**src/rtl/button_debounce_if.sv**
```systemverilog
// rtl/button_debounce_if.sv - pin and conditioned-level bundle for button_debounce
interface button_debounce_if;
    logic btn_1;
    logic btn_0;
    logic in_1;
    logic in_0;
    logic rise_1;
    logic fall_1;
    logic rise_0;
    logic fall_0;

    // Debouncer side: raw pins in, clean levels and edge pulses out
    modport slave (
        input  btn_1,
        input  btn_0,
        output in_1,
        output in_0,
        output rise_1,
        output fall_1,
        output rise_0,
        output fall_0
    );

    // Board/driver side: drives raw pins, consumes conditioned signals
    modport master (
        output btn_1,
        output btn_0,
        input  in_1,
        input  in_0,
        input  rise_1,
        input  fall_1,
        input  rise_0,
        input  fall_0
    );
endinterface

```
**src/rtl/button_debounce.sv**
```systemverilog
// rtl/button_debounce.sv - two-channel synchroniser and debouncer with edge pulses
module button_debounce #(
    parameter int DEBOUNCE_CYCLES = 16000,
    parameter int CNT_W           = 14
) (
    input  logic              clk,
    input  logic              rst,
    button_debounce_if.slave  io
);

    typedef enum logic {
        STABLE  = 1'b0,
        PENDING = 1'b1
    } state_t;

    // Acceptance happens on the edge where the counter already holds N-1,
    // so the counter never needs to represent N and cannot wrap.
    localparam logic [CNT_W-1:0] CNT_MAX = CNT_W'(DEBOUNCE_CYCLES - 1);

    logic [1:0] btn;
    logic [1:0] lvl;
    logic [1:0] rise;
    logic [1:0] fall;

    assign btn = {io.btn_1, io.btn_0};

    for (genvar ch = 0; ch < 2; ch++) begin : g_ch
        logic             s1_q;
        logic             s2_q;
        state_t           state_q, state_d;
        logic [CNT_W-1:0] cnt_q, cnt_d;
        logic             lvl_q, lvl_d;
        logic             rise_q, rise_d;
        logic             fall_q, fall_d;

        // Two-flop synchroniser for the asynchronous pin; only s2 is used downstream
        always_ff @(posedge clk) begin
            if (rst) begin
                s1_q <= 1'b0;
                s2_q <= 1'b0;
            end else begin
                s1_q <= btn[ch];
                s2_q <= s1_q;
            end
        end

        // State, counter, stable level and pulse registers
        always_ff @(posedge clk) begin
            if (rst) begin
                state_q <= STABLE;
                cnt_q   <= '0;
                lvl_q   <= 1'b0;
                rise_q  <= 1'b0;
                fall_q  <= 1'b0;
            end else begin
                state_q <= state_d;
                cnt_q   <= cnt_d;
                lvl_q   <= lvl_d;
                rise_q  <= rise_d;
                fall_q  <= fall_d;
            end
        end

        // Next-state: count consecutive differing samples, reject on any match, accept at N
        always_comb begin
            state_d = state_q;
            cnt_d   = cnt_q;
            lvl_d   = lvl_q;
            rise_d  = 1'b0;
            fall_d  = 1'b0;
            case (state_q)
                STABLE: begin
                    if (s2_q != lvl_q) begin
                        state_d = PENDING;
                        cnt_d   = CNT_W'(1);
                    end else begin
                        cnt_d   = '0;
                    end
                end
                PENDING: begin
                    if (s2_q == lvl_q) begin
                        state_d = STABLE;
                        cnt_d   = '0;
                    end else if (cnt_q == CNT_MAX) begin
                        state_d = STABLE;
                        cnt_d   = '0;
                        lvl_d   = s2_q;
                        rise_d  = s2_q;
                        fall_d  = ~s2_q;
                    end else begin
                        cnt_d   = cnt_q + CNT_W'(1);
                    end
                end
                default: begin
                    state_d = STABLE;
                    cnt_d   = '0;
                end
            endcase
        end

        assign lvl[ch]  = lvl_q;
        assign rise[ch] = rise_q;
        assign fall[ch] = fall_q;
    end

    assign io.in_1   = lvl[1];
    assign io.in_0   = lvl[0];
    assign io.rise_1 = rise[1];
    assign io.fall_1 = fall[1];
    assign io.rise_0 = rise[0];
    assign io.fall_0 = fall[0];

endmodule

```
**src/flat_wrapper.sv**
```systemverilog
// flat-port wrapper written by rule: the top's interface ports become plain ports
module button_debounce_flat 
#(
    parameter int DEBOUNCE_CYCLES = 16000,
    parameter int CNT_W           = 14
)
  (clk, rst, io_btn_1, io_btn_0, io_in_1, io_in_0, io_rise_1, io_fall_1, io_rise_0, io_fall_0);
  button_debounce_if io_i ();
  input  logic clk;
  input  logic rst;
  input wire logic [$bits(io_i.btn_1)-1:0] io_btn_1;
  input wire logic [$bits(io_i.btn_0)-1:0] io_btn_0;
  output wire logic [$bits(io_i.in_1)-1:0] io_in_1;
  output wire logic [$bits(io_i.in_0)-1:0] io_in_0;
  output wire logic [$bits(io_i.rise_1)-1:0] io_rise_1;
  output wire logic [$bits(io_i.fall_1)-1:0] io_fall_1;
  output wire logic [$bits(io_i.rise_0)-1:0] io_rise_0;
  output wire logic [$bits(io_i.fall_0)-1:0] io_fall_0;
  assign io_i.btn_1 = io_btn_1;
  assign io_i.btn_0 = io_btn_0;
  assign io_in_1 = io_i.in_1;
  assign io_in_0 = io_i.in_0;
  assign io_rise_1 = io_i.rise_1;
  assign io_fall_1 = io_i.fall_1;
  assign io_rise_0 = io_i.rise_0;
  assign io_fall_0 = io_i.fall_0;
  button_debounce #(.DEBOUNCE_CYCLES(DEBOUNCE_CYCLES), .CNT_W(CNT_W)) u_core (.clk(clk), .rst(rst), .io(io_i));
endmodule
```
**config.mk**
```make
export PLATFORM = sky130hd
export DESIGN_NAME = button_debounce_flat
export DESIGN_NICKNAME = d
export VERILOG_FILES = /design/src/rtl/button_debounce_if.sv /design/src/rtl/button_debounce.sv /design/src/flat_wrapper.sv
export SDC_FILE = /design/constraint.sdc
export NUM_CORES = 1
export LEC_CHECK = 0
export CAP_MARGIN = 40
export CORE_ASPECT_RATIO = 0.75
export CORE_UTILIZATION = 50
export CTS_CLUSTER_DIAMETER = 200
export DETAILED_ROUTE_END_ITERATION = 6
export GPL_TIMING_DRIVEN = 0
export PLACE_DENSITY = 0.72
export SLEW_MARGIN = 20
export SYNTH_ARGS = -nofsm -noshare
export SYNTH_HDL_FRONTEND = slang
export SYNTH_SLANG_ARGS = --single-unit
```
**constraint.sdc**
```tcl
create_clock -name clk -period 1.73 [get_ports clk]
set_clock_uncertainty 0.15 [all_clocks]
set_input_delay 0.519 -clock clk [delete_from_list [all_inputs] [get_ports clk]]
set_output_delay 0.519 -clock clk [all_outputs]
set_load 0.1 [all_outputs]
```
Yosys cells after proc, flatten, opt, wreduce, memory -nomap -nowiden:

Cells that the tools add are included.

* reduce and logical (&&, ||, !) cells: 4
* mux-type cells: 16
* $add $sub $neg: 2
* eq/ne operators: 6
* bitwise logic cells: 8

Operators by type and width (number)
* $mux W14: 4
* $pmux W14 S2: 2
* $add A14 B1 Y14 const B: 2
* $eq A14 B14 Y1 const B: 2
* $mux W1: 8
* $not A1 Y1: 8
* $reduce_or A4 Y1: 2
* $reduce_and A3 Y1: 2
* $pmux W1 S2: 2
* $eq A1 B1 Y1: 2
* $ne A1 B1 Y1: 2

* register bits after elaboration: 40
* logic and storage cells: 50
* bits of input ports: 4
* output and inout bits: 6

Depth between registers and ports, before layout:

* word-level depth: 4
* depth in mapped cells: 6
* mapped depth without buffers: 5

Worst setup path before layout:

OpenSTA, ideal clock, no wires.

* path type: register -> register
* start point: register u_core.g_ch[1].lvl_q (netlist: u_core.io.in_1)
* end point: register u_core.g_ch[1].cnt_q[3]
* stages on the path, launching flop included: 6
* buffers on the path: 1
* slack: -0.395 ns
* data arrival time: 1.911 ns
* period minus slack after synthesis: 2.125 ns
* data required time: 1.516 ns
* cell sequence: dfxtp_1 xor2_1 nand3_1 or2_2 buf_4 nor2_1

* longest elaborated chain between the ends: 3

Ends and longest elaborated chain
* start: declaration: RTL line button_debounce.sv:32 `logic lvl_q, lvl_d;`
* start signal: assignment: RTL line button_debounce.sv:58 `lvl_q <= lvl_d;`
* $eq A1 B1 Y1: RTL line button_debounce.sv:81 `if (s2_q == lvl_q) begin`
* $mux W14: RTL line button_debounce.sv:81
* $pmux W14 S2: RTL line button_debounce.sv:71 `case (state_q)`
* end signal: assignment: RTL line button_debounce.sv:57 `cnt_q <= cnt_d;`
* end: declaration: RTL line button_debounce.sv:31 `logic [CNT_W-1:0] cnt_q, cnt_d;`

Every way passes these cells.
A chain may end at the register's enable or synchronous reset.

Final worst setup path:

* start point: register u_core.g_ch[0].cnt_q[10]
* end point: register u_core.g_ch[0].cnt_q[11]

* longest elaborated chain between the ends: 4
* elaborated cells on any way between the ends: 5

Ends and longest elaborated chain
* start: declaration: RTL line button_debounce.sv:31
* start signal: assignment: RTL line button_debounce.sv:57
* $add A14 B1 Y14 / $eq A14 B14 Y1 (equally long branches): RTL line button_debounce.sv:91, button_debounce.sv:84
* $mux W14 *: RTL line button_debounce.sv:84 `end else if (cnt_q == CNT_MAX) begin`
* $mux W14 *: RTL line button_debounce.sv:81
* $pmux W14 S2 *: RTL line button_debounce.sv:71

Mark *: on every way between the ends. The rest lies on a longest branch, timed or not.

==> summary.md <==
| Metric | Value |
|---|---|
| Relative slew slack | `76.5%` |
| Width of the die | `67.9 um` |
| Die Span Y | `51.5 um` |
| R2R Setup Slk | `0.008 ns` |
| Synthesis-stage register bit count | `40` |
| Setup Crit Path Kind | `flip-flop to flip-flop` |
| Max incr delay on CP | `0.50 ns` |
| Reg-to-Reg Start | `u_core.g_ch[0].cnt_q[10]` |
| First-pass GRT wire length | `5290 um` |
| Mux cell area share after synthesis | `0.614%` |
| Clock insertion delay at the later pin of the skew report | `0.29 ns` |
| CP max FO | `5` |
| Pin count of the biggest net entering global routing | `14` |
| Final setup TNS | `0 ns` |
| Rows | `17` |
| Syn_area_per_cell | `9.21 sq um` |
| Synth cell types | `31` |
| Post-Route WL | `3240 um` |
| Iter 0 DRT Violations | `99` |
| Pwr dens | `831 mW/mm^2` |
| Via count | `1267` |
| Fraction of registers with async set/reset | `0%` |
| H-tree levels | `2` |
| Slowest stage cell, crit path | `or4b_1` |
| CTS clk-pin slew, worst paths | `0.08 ns` |
| Die area | `0.00350 sq mm` |
| Hold WC Path Type | `flip-flop to flip-flop` |
| Share of cells above drive strength 1 | `26.4%` |
| Diode insertion count for antenna repair | `0` |
| Fill cells | `209` |
| Yosys warns | `0` |
| Post-Synthesis Cells | `177` |
| Crit path launch type | `flip-flop` |
| Worst setup margin | `0.00816 ns` |
| Post-synthesis sequential area ratio | `49.1%` |
| Slew @ Worst Pin | `0.349 ns` |
| Starting Density | `54.0%` |
| Crit path from | `u_core.g_ch[0].cnt_q[10]` |
| Compound-Gate Fraction of Synth Area | `3.22%` |
| Vias in the first global route | `1182` |
| Number of hold-repair buffers added at the cts stage | `0` |
| Worst EP arrival | `1.75 ns` |
| Minimum clock period | `1.72 ns` |
| Critical path, cell by cell | `nand4_1, or4b_1, o211ai_2, buf_6, nor2_2` |
| Status | `completed` |
| Leakage Power | `0.000692 uW` |
| Worst Path Required | `1.76 ns` |
| Total CTS buffers | `5` |
| Synth-to-layout area growth | `29.3%` |
| WL/cell | `13.5 um` |
| Tcrit/Tclk final | `99.5%` |
| DRT Pass-1 Iters | `4` |
| Hold WS | `0.303 ns` |
| IO Count | `10` |
| All-Layer GR Usage | `21.2%` |
| Final Hold Fails | `0` |
| Core Area | `0.00302 sq mm` |
| Ys flop type | `dfxtp_1` |
| Buffers on Ports | `9` |
| Register Area | `823 sq um` |
| Number of max-cap violations | `0` |
| Slew Viols, Final | `0` |
| Multi-input gate area | `868 sq um` |
| Clock sink count | `40` |
| RD Place Congestion | `0.841` |
| Xor/xnor share of the synthesized area | `13.4%` |
| ANT nets after route | `0` |
| DP Wirelength | `2120 um` |
| Final net count | `206` |
| Clock buffer depth | `2` |
| DP Worst Slack | `-0.516 ns` |
| CTS tree | `built` |
| RSZ-0062 raised after global routing | `true` |
| Main combinational cell family by area after synthesis | `simple AND/OR/NAND/NOR gates` |
| Area share of fa/ha/maj cells after synthesis | `1.53%` |
| EDFF count, synth | `0` |
| Simple-gate share of the synthesized area | `29.3%` |
| Peak VDD IR | `523 uV` |
| R2R depth | `5` |
| Initial antenna violation count | `0` |
| Setup-failing EPs final | `0` |
| Post-Syn Area | `0.00163 sq mm` |
| Mean number of vias per cell | `5.30` |
| GR Overflow Total | `0` |
| Synthesized Nets | `183` |
| Achievable frequency | `581 MHz` |
| R2r endpoint | `u_core.g_ch[0].cnt_q[11]` |
| CP endpoint | `u_core.g_ch[0].cnt_q[11]` |
| Root Driver | `clkbuf_8` |
| DRC Markers | `0` |
| Worst Setup End Kind | `flip-flop` |
## state kept, by name, summed over array words and instances (netlist names)
| name | cells |
|---|---|
| u_core.io.fall_1 | 1 |
| u_core.io.rise_0 | 1 |
| u_core.io.in_0 | 1 |
| u_core.io.in_1 | 1 |
| u_core.g_ch.s1_q | 2 |
| u_core.g_ch.state_q | 2 |
| u_core.io.fall_0 | 1 |
| u_core.io.rise_1 | 1 |
| u_core.g_ch.s2_q | 2 |
| u_core.g_ch.cnt_q | 28 |
## cell usage in the layout (no fill, tap or decap), types with 2 or more instances in the layout
cell,Yosys,final
nor4_2,1,4
nor2b_1,5,5
buf_6,1,2
nand2b_1,2,2
nand3_1,10,9
nand2_1,14,14
nor2_2,0,4
nor4_4,1,2
clkdlybuf4s50_1,0,2
nor2_1,35,31
nor4_1,7,3
dfxtp_2,0,9
buf_12,0,6
xnor2_1,18,18
buf_4,1,6
dfxtp_4,0,3
a21oi_1,3,3
clkbuf_8,0,6
nand4_1,7,7
xor2_1,7,7
ha_4,0,2
inv_1,6,5
nor3_1,4,4
dfxtp_1,40,28
## repair_timing
item | CTS | global route
resized for setup | 21 | 20
cloned | 0 | 1
buffers inserted | 4 | 2
pin swaps | 5 | 8
endpoints found under the setup margin | 33 | 27
## critical path, delay by kind of cell, from the launching register on
family	cells	cell delay (ns)
flops	1	0.36
simple gates	3	0.66
buf+inv	1	0.17
compound gates	1	0.27
## Yosys cell counts (2+ instances only)
library cell | instances | share of area, %
a21oi_1 | 3 | 0.92
dfxtp_1 | 40 | 49
ha_1 | 2 | 1.5
inv_1 | 6 | 1.4
nand2_1 | 14 | 3.2
nand2b_1 | 2 | 0.77
nand3_1 | 10 | 3.1
nand4_1 | 7 | 2.7
nor2_1 | 35 | 8.1
nor2b_1 | 5 | 1.9
nor3_1 | 4 | 1.2
nor4_1 | 7 | 2.7
xnor2_1 | 18 | 9.7
xor2_1 | 7 | 3.8
## routing by layer
layer	up-vias	GRT usage, %	share of wire (%)
met5	-	0	0
met4	0	10.4	2.3
met3	9	6.25	2.9
met2	23	31.0	45
met1	588	28.1	50
li1	647	-	-
## logic make-up after synthesis
family,Yosys count
fa+ha+maj,2
flops,40
mux,1
compound gates,7
simple gates,93
buf+inv,9
xor+xnor,25
## power by group
group,internal (uW),switching (uW),total [uW]
Sequential,922,6.03,928
Combinational,11.6,10.3,21.9
Clock,472,330,802
## metrics by stage
step	instances	area (sq um)	total power (uW)	util, %
detailed placement	230	1870	972	61.8
CTS	237	2050	1760	67.7
global route	239	2110	1800	69.8
global placement	224	1780	971	58.9
floorplan	177	1640	960	-
finish	239	2110	1750	69.8
## worst min-delay path by stage
stage | from | endpoint | slack, ns | cells past startpoint
2_1_floorplan | u_core.g_ch[0].s1_q | u_core.g_ch[0].s2_q | 0.26 | 1
3_3_place_gp | u_core.g_ch[0].s1_q | u_core.g_ch[0].s2_q | 0.27 | 1
3_5_place_dp | u_core.g_ch[1].s1_q | u_core.g_ch[1].s2_q | 0.29 | 1
4_1_cts | u_core.g_ch[0].s1_q | u_core.g_ch[0].s2_q | 0.30 | 1
5_1_grt | u_core.g_ch[0].s1_q | u_core.g_ch[0].s2_q | 0.32 | 1
6_report | u_core.g_ch[1].s1_q | u_core.g_ch[1].s2_q | 0.30 | 1
## final cells by class
class / count / area share, %
clock buffer: 6 / 3.92
clock inverter: 2 / 1.84
buffer: 2 / 0.712
tap: 38 / 2.26
multi-input combinational: 128 / 41.2
timing repair buffer: 17 / 9.97
sequential: 40 / 39.1
inverter: 6 / 1.07
(Power assumes the default switching activity.)
